**src/rtl/gpio_arbiter.sv**
```systemverilog
// rtl/gpio_arbiter.sv - two-master round-robin arbiter with watchdog for the gpio slave port
module gpio_arbiter #(
  parameter int TIMEOUT = 16
) (
  input  logic        clk,
  input  logic        rst,

  input  logic [31:0] m0_address,
  input  logic [31:0] m0_data_i,
  input  logic [3:0]  m0_wr,
  input  logic        m0_enable,
  output logic [31:0] m0_data_o,
  output logic        m0_ready,
  output logic        m0_error,

  input  logic [31:0] m1_address,
  input  logic [31:0] m1_data_i,
  input  logic [3:0]  m1_wr,
  input  logic        m1_enable,
  output logic [31:0] m1_data_o,
  output logic        m1_ready,
  output logic        m1_error,

  output logic [31:0] gpio_address,
  output logic [31:0] gpio_data_i,
  output logic [3:0]  gpio_wr,
  output logic        gpio_enable,
  input  logic [31:0] gpio_data_o,
  input  logic        gpio_ready
);

  // Counter wide enough to reach TIMEOUT-1; it is parked at all-ones rather than wrapping.
  localparam int              CW       = (TIMEOUT > 1) ? $clog2(TIMEOUT) : 1;
  localparam logic [CW-1:0]   CNT_LAST = CW'(TIMEOUT - 1);
  localparam logic [CW-1:0]   CNT_MAX  = '1;

  typedef enum logic [1:0] {
    S_IDLE   = 2'd0,
    S_ACCESS = 2'd1,
    S_DONE   = 2'd2
  } state_t;

  state_t        r_state;
  logic          r_grant;
  logic          r_last;
  logic [CW-1:0] r_cnt;

  logic          w_access;
  logic          w_timeout;
  logic          w_fire;
  logic          w_error;
  logic [31:0]   w_rdata;
  logic [3:0]    w_sel_wr;

  // Arbitration, access sequencing and watchdog counting.
  always_ff @(posedge clk or negedge rst) begin
    if (!rst) begin
      r_state <= S_IDLE;
      r_grant <= 1'b0;
      r_last  <= 1'b1;
      r_cnt   <= '0;
    end else begin
      case (r_state)
        S_IDLE: begin
          if (m0_enable || m1_enable) begin
            r_state <= S_ACCESS;
            r_cnt   <= '0;
            // A tie goes to whoever was not served last; otherwise the lone requester wins.
            if (m0_enable && m1_enable) begin
              r_grant <= ~r_last;
            end else begin
              r_grant <= m1_enable;
            end
          end
        end
        S_ACCESS: begin
          if (r_cnt != CNT_MAX) begin
            r_cnt <= r_cnt + 1'b1;
          end
          if (gpio_ready || w_timeout) begin
            r_state <= S_DONE;
          end
        end
        S_DONE: begin
          // Enable is low here so the slave can drop its registered ready before the next access.
          r_last  <= r_grant;
          r_state <= S_IDLE;
        end
        default: begin
          r_state <= S_IDLE;
        end
      endcase
    end
  end

  assign w_access  = (r_state == S_ACCESS);
  assign w_timeout = (r_cnt == CNT_LAST);
  // Slave ready takes priority over the watchdog when both land in the same cycle.
  assign w_fire    = w_access && (gpio_ready || w_timeout);
  assign w_error   = w_access && !gpio_ready && w_timeout;
  assign w_rdata   = (w_access && gpio_ready) ? gpio_data_o : 32'h0;
  assign w_sel_wr  = r_grant ? m1_wr : m0_wr;

  assign gpio_enable  = w_access;
  assign gpio_address = r_grant ? m1_address : m0_address;
  assign gpio_data_i  = r_grant ? m1_data_i  : m0_data_i;
  assign gpio_wr      = w_access ? w_sel_wr : 4'b0000;

  assign m0_ready  = w_fire  && !r_grant;
  assign m0_error  = w_error && !r_grant;
  assign m0_data_o = r_grant ? 32'h0 : w_rdata;

  assign m1_ready  = w_fire  && r_grant;
  assign m1_error  = w_error && r_grant;
  assign m1_data_o = r_grant ? w_rdata : 32'h0;

endmodule

```
**config.mk**
```make
export PLATFORM = sky130hd
export DESIGN_NAME = gpio_arbiter
export DESIGN_NICKNAME = d
export VERILOG_FILES = /design/src/rtl/gpio_arbiter.sv
export SDC_FILE = /design/constraint.sdc
export NUM_CORES = 1
export LEC_CHECK = 0
export ABC_AREA = 0
export CAP_MARGIN = 20
export CORE_AREA = 2 2 119 121
export CTS_BUF_LIST = sky130_fd_sc_hd__clkbuf_16
export CTS_CLUSTER_DIAMETER = 120
export DETAILED_ROUTE_END_ITERATION = 7
export DIE_AREA = 0 0 121 123
export GPL_ROUTABILITY_DRIVEN = 0
export PLACE_DENSITY = 0.56
export SLEW_MARGIN = 25
export SYNTH_ARGS = -nofsm -noshare
export SYNTH_HDL_FRONTEND = slang
export SYNTH_SLANG_ARGS = --single-unit
```
**constraint.sdc**
```tcl
create_clock -name clk -period 1.63 [get_ports clk]
set_clock_uncertainty 0.15 [all_clocks]
set_input_delay 0.2445 -clock clk [delete_from_list [all_inputs] [get_ports clk]]
set_output_delay 0.2445 -clock clk [all_outputs]
set_load 0.1 [all_outputs]
```
==> impl_metrics.ini, run 1 <==
[sta]
fin_crit_ns = 2.01
drv_slew = 0
rsz0062_at_grt = true
clock.fmax_mhz = 498
tightest_slew_ns = 0.360
finalHoldViolCount = 0
fin_crit_sh_pct = 123
setup_viol = 136
layout_setup_ws_ns = -0.378
relSlewSlack_pct = 75.9
whs_ns = 0.138

[critical_path]
crit_fanout = 8
crit_arrival_ns = 1.61
timing.rr.start = r_state[1]
r2r_end = r_cnt[3]
cp.required_ns = 1.24
reg2reg_depth = 5
endpoint_kind = primary output
reg2reg_setup_slack_ns = 0.11
worstSetupStartpointType = register
criticalPathCategory = reg -> out

[floorplanning]
initial_utilization_pct = 12.8
dieArea_um2 = 14900
fp.dieH_um = 123
core_area_um2 = 13600
io_pins = 310
num_rows = 43
die_width_um = 121

[detailed_routing]
drt_iter0_markers = 53
wirelength_um = 12700
avgViaCountPerCell = 3.95
wl_per_cell_um = 17.9
firstDrtPassIters = 4
ant_nets = 0
via_count = 2804
drc_errors = 0

[final_layout]
fillers = 1121
antenna_cells = 0
multi_input_area_um2 = 1900
syn_to_final_growth_pct = 326
stdcell_count = 710
drive_above_1_share_pct = 62.5
nNetsFinal = 705
ff_latch_area_um2 = 205

[flow_run]
max-cap-violations = 0

[placement]
dp_hpwl_um = 10500
dpl_worst_slack_ns = -0.440
post-place-cells = 688
port_buffers = 309

[clocking]
cts.clk_slew.worst_paths_ns = 0.04
root_buffer = clkbuf_16
cts_buffers = 3
cts_tree = yes
cts.path.max_buffers = 2
insertion_delay_ns = 0.24
cts.sinks = 8
cts_max_level = 1

[synth]
yosysWarnings = 0
synth_cell_type_count = 32
synthTopCellsByCount = 65 x and2_1, 65 x mux2_2, 7 x buf_4, 7 x dfrtp_1, 6 x nor2_1
ys_ff_latch = 8
synth_top_area_share_pct = 42.1
yosysSeqAreaShare_pct = 11.6
syn_avg_cell_area_um2 = 8.91
synth_edf_count = 0
synthTopCellsByArea = mux2_2 42%, and2_1 23%, dfrtp_1 10%
synth.cell_area_um2 = 1740
syn_nets = 369
synth_area_leader_cell = mux2_2
ys.flop_type = dfrtp_1
synthArstFlopShare_pct = 100
netlist_instances = 195

[grt]
grt_start_max_net_pins = 33
overflow = 0
grt_pass1_vias = 2849
grt_antenna_before_repair = 0
grt_usage_pct = 14.8
grt_pass1_wl_um = 17000

[outcome]
status = finished with violations
violations = negative setup slack

[min_path]
worstHoldPathType = in -> async

[power]
seqPwrFrac_pct = 2.9
p_leak_nw = 3.20
vdd_drop_max_v = 0.00127
power.share.switching_pct = 56.5
powerDensity_nw_per_um2 = 1920
pwr-share-comb_pct = 94.1
p_sw_mw = 8.03
p_int_mw = 6.18
pwr-share-clk_pct = 3.0
## metrics by stage
step | utilization (%) | total power [mW] | TNS, ns | area, um2
floorplan | - | 8.48 | -8.77 | 2200
global placement | 51.1 | 12.9 | -25.16 | 6950
detailed placement | 51.1 | 12.9 | -27.44 | 6950
CTS | 53.1 | 13.9 | -48.37 | 7230
global route | 54.4 | 14.6 | -51.85 | 7410
finish | 54.4 | 14.2 | -45.71 | 7410
## flip-flops by register name, summed over array words and instances (netlist names)
register  flops
r_state       2
r_cnt         4
r_grant       1
r_last        1
## worst max-delay path, stage by stage, from the launching register on
cell	delay, ns
dfrtp_4	0.53
buf_12	0.19
clkbuf_16	0.16
mux2_4	0.32
buf_12	0.17
## metal layers
| metal | up-vias | share of wire [%] | wire [um] | GRT usage (%) |
|---|---|---|---|---|
| met5 | - | 0 | 0 | 0 |
| met3 | 6 | 7.0 | 896 | 3.09 |
| met2 | 137 | 56 | 7090 | 29.1 |
| met4 | 0 | 0.69 | 88 | 2.11 |
| li1 | 1351 | - | - | - |
| met1 | 1310 | 37 | 4650 | 16.7 |
## cells by family after synthesis
group	Yosys count	synth area share [%]
muxes	70	45.0
and+or+nand+nor	87	31.1
AOI/OAI and AO/OA	10	3.67
buffers and inverters	18	7.41
xor gates and xnor gates	1	0.504
DFF	8	11.6
adders and majority gates	1	0.720
## worst max path at each step
stage	start	end
floorplan	r_grant	m0_error
global placement	gpio_ready	m0_data_o[16]
detailed placement	gpio_ready	m0_data_o[20]
CTS	r_state[1]	m0_data_o[20]
global route	r_state[1]	m1_data_o[30]
finish	r_grant	gpio_address[28]
## placed cells by master (no fill, tap or decap), drive strengths merged, types with 4 or more instances in the layout
master,netlist,final
clkdlybuf4s50,0,171
buf,12,170
and2,65,65
mux2,65,65
clkbuf,3,7
dfrtp,7,7
nor2,6,6
mux2i,5,5
inv,3,4
## power by group through the flow
stage	Sequential [mW]	Combinational, mW	Clock [mW]
floorplan	0.373	8.10	0
global placement	0.431	12.4	0
detailed placement	0.436	12.5	0
CTS	0.416	13.0	0.433
global route	0.423	13.7	0.442
finish	0.413	13.4	0.424
## cell type report
class	count	share of cell area, %
Multi-Input combinational cell	169	25.6
Timing Repair Buffer	346	67.3
Clock buffer	3	1.01
Clock inverter	1	0.0507
Inverter	3	0.253
Tap cell	180	3.04
Sequential cell	8	2.77
## timing repair
action | in CTS | in global routing
hold buffers | 0 | 0
endpoints found under the setup margin | 136 | 136
setup buffers | 7 | 3
gates cloned | 3 | 6
resized for setup | 17 | 13
pin swaps | 7 | 1
Power figures use the tool's default switching activity.
==> inputs of run 2 (changes only) <==
--- a/config.mk
+++ b/config.mk
@@ -14,7 +14,7 @@
 export DIE_AREA = 0 0 121 123
 export GPL_ROUTABILITY_DRIVEN = 0
 export PLACE_DENSITY = 0.56
-export SLEW_MARGIN = 25
+export SLEW_MARGIN = 20
 export SYNTH_ARGS = -nofsm -noshare
 export SYNTH_HDL_FRONTEND = slang
 export SYNTH_SLANG_ARGS = --single-unit
==> results of run 2 <==
Final layout, timing and power as in run 1 (identical DEF).
==> inputs of run 3 (changes only) <==
--- a/config.mk
+++ b/config.mk
@@ -12,8 +12,9 @@
 export CTS_CLUSTER_DIAMETER = 120
 export DETAILED_ROUTE_END_ITERATION = 7
 export DIE_AREA = 0 0 121 123
+export DONT_BUFFER_PORTS = 1
 export GPL_ROUTABILITY_DRIVEN = 0
-export PLACE_DENSITY = 0.56
+export PLACE_DENSITY = 0.3
 export SLEW_MARGIN = 20
 export SYNTH_ARGS = -nofsm -noshare
 export SYNTH_HDL_FRONTEND = slang
==> run 3 against run 2 <==
The flow still finishes with violations (negative setup slack); non-clock buffer count decreased by 290; count of clock-buffer cells in the layout did not move; wire length is 41% lower.
==> impl_metrics.ini, run 3 (synthesized netlist as in run 1, its figures left out) <==
[floorplanning]
dieArea_um2 = 14900
core_area_um2 = 13600
die_width_um = 121
io_pins = 310
fp.dieH_um = 123
initial_utilization_pct = 12.8
num_rows = 43

[final_layout]
syn_to_final_growth_pct = 90.7
fillers = 1441
regMostFlops = r_cnt
multi_input_area_um2 = 1910
final_core_util_pct = 24.3
largestRegisters = r_cnt x4, r_state x2
nNetsFinal = 415
antenna_cells = 0
largest_reg_flops = 4
final_cell_mix = 64 x and2_4, 60 x mux2_4, 29 x buf_12
drive_above_1_share_pct = 87.1
layout_commonest_cell = and2_4
ff_latch_area_um2 = 205

[critical_path]
cp.depth = 5
reg2reg_depth = 6
crit_fanout = 8
cpLargestDelayFamily = simple AND/OR/NAND/NOR gates
crit_buf_inv = 2
crit_arrival_ns = 1.60
timing.rr.start = r_state[0]
reg2reg_setup_slack_ns = 0.10
critPathLaunch = r_state[1]
critical-path-max-stage-delay_ns = 0.37
worstSetupStartpointType = register
r2r_end = r_cnt[1]
crit_path_end = m1_data_o[29]
crit_slowest_cell = dfrtp_1
cp.required_ns = 1.24
criticalPathCategory = reg -> out
worstPathCellList = nand2b_4 > inv_8 > and3_4 > clkbuf_16 > and2_4
endpoint_kind = primary output

[grt]
grt_usage_pct = 8.08
grt_start_max_net_pins = 33
grt_pass1_vias = 1649
grt_antenna_before_repair = 0
grt_pass1_wl_um = 9340
overflow = 0

[sta]
layout_setup_ws_ns = -0.368
tightest_slew_ns = 0.409
rsz0062_at_grt = true
fin_crit_ns = 2.00
fin_tns_setup_ns = -40.49
drv_slew = 0
finalHoldViolCount = 0
setup_viol = 136
clock.fmax_mhz = 500
relSlewSlack_pct = 72.7
fin_crit_sh_pct = 123

[flow_run]
max-cap-violations = 0

[clocking]
cts_max_level = 1
cts.path.max_buffers = 2
cts.clk_slew.worst_paths_ns = 0.04
cts_buffers = 3
cts_tree = yes
cts.sinks = 8
insertion_delay_ns = 0.24
root_buffer = clkbuf_16

[placement]
dp_hpwl_um = 6120
port_buffers = 0

[min_path]
worstHoldPathType = in -> reg

[outcome]
status = finished with violations
violations = negative setup slack

[detailed_routing]
wirelength_um = 7510
via_count = 1709
avgViaCountPerCell = 4.07
wl_per_cell_um = 17.9
drc_errors = 0
ant_nets = 0
drt_iter0_markers = 47
firstDrtPassIters = 4
-- run 3: changes by cell type in the layout (fill, tap and decap cells not counted), moves of 2 or more --
cell / before / now
mux2_2: 12 / 5
mux2_4: 53 / 60
clkdlybuf4s50_1: 171 / 0
buf_4: 18 / 15
dlygate4sd3_1: 0 / 3
buf_16: 4 / 2
clkbuf_16: 7 / 4
buf_12: 142 / 29
-- run 3: layer usage --
metal  vias up  part of all wire [%]  track usage, %
li1        759                     -               -
met1       817                    42            11.6
met2       128                    49            12.5
met3         5                   8.6            1.71
met4         0                  0.56            1.53
met5         -                     0               0
-- run 3: worst min-delay path by stage --
stage | endpoint | cells after the start | from
after floorplan | r_cnt[0] | 0 | rst
after CTS | r_grant | 2 | m1_enable
final | r_grant | 2 | m1_enable
after detailed placement | r_cnt[2] | 0 | rst
after global routing | r_grant | 2 | m1_enable
after global placement | r_cnt[2] | 0 | rst
-- run 3: cell type report --
class	count	area share (%)
Sequential cell	8	6.19
Tap cell	180	6.80
Inverter	3	0.566
Timing Repair Buffer	56	26.4
Clock buffer	3	2.27
Multi-Input combinational cell	169	57.7
Clock inverter	1	0.113
-- run 3: what timing repair did --
action	4_1_cts	5_1_grt
hold endpoints to repair	10	0
gates cloned	1	2
pin swaps	28	31
resized for setup	16	11
hold buffers	3	0
endpoints found under the setup margin	137	136
setup buffers	1	4
-- run 3: metrics by stage --
step,setup WS [ns],cells,instance area (um2),hold slack (ns)
final,-0.368,420,3310,0.0327
after global routing,-0.417,420,3310,0.0676
after CTS,-0.379,414,3210,0.0360
after detailed placement,-0.135,405,3000,-0.201
after global placement,-0.106,405,3000,-0.201
after floorplan,-0.532,195,2200,-0.201
Power of run 3 is left out: the tool's default activity adds up to more than one toggle a clock period on the data nets, which glitch-free logic cannot reach.
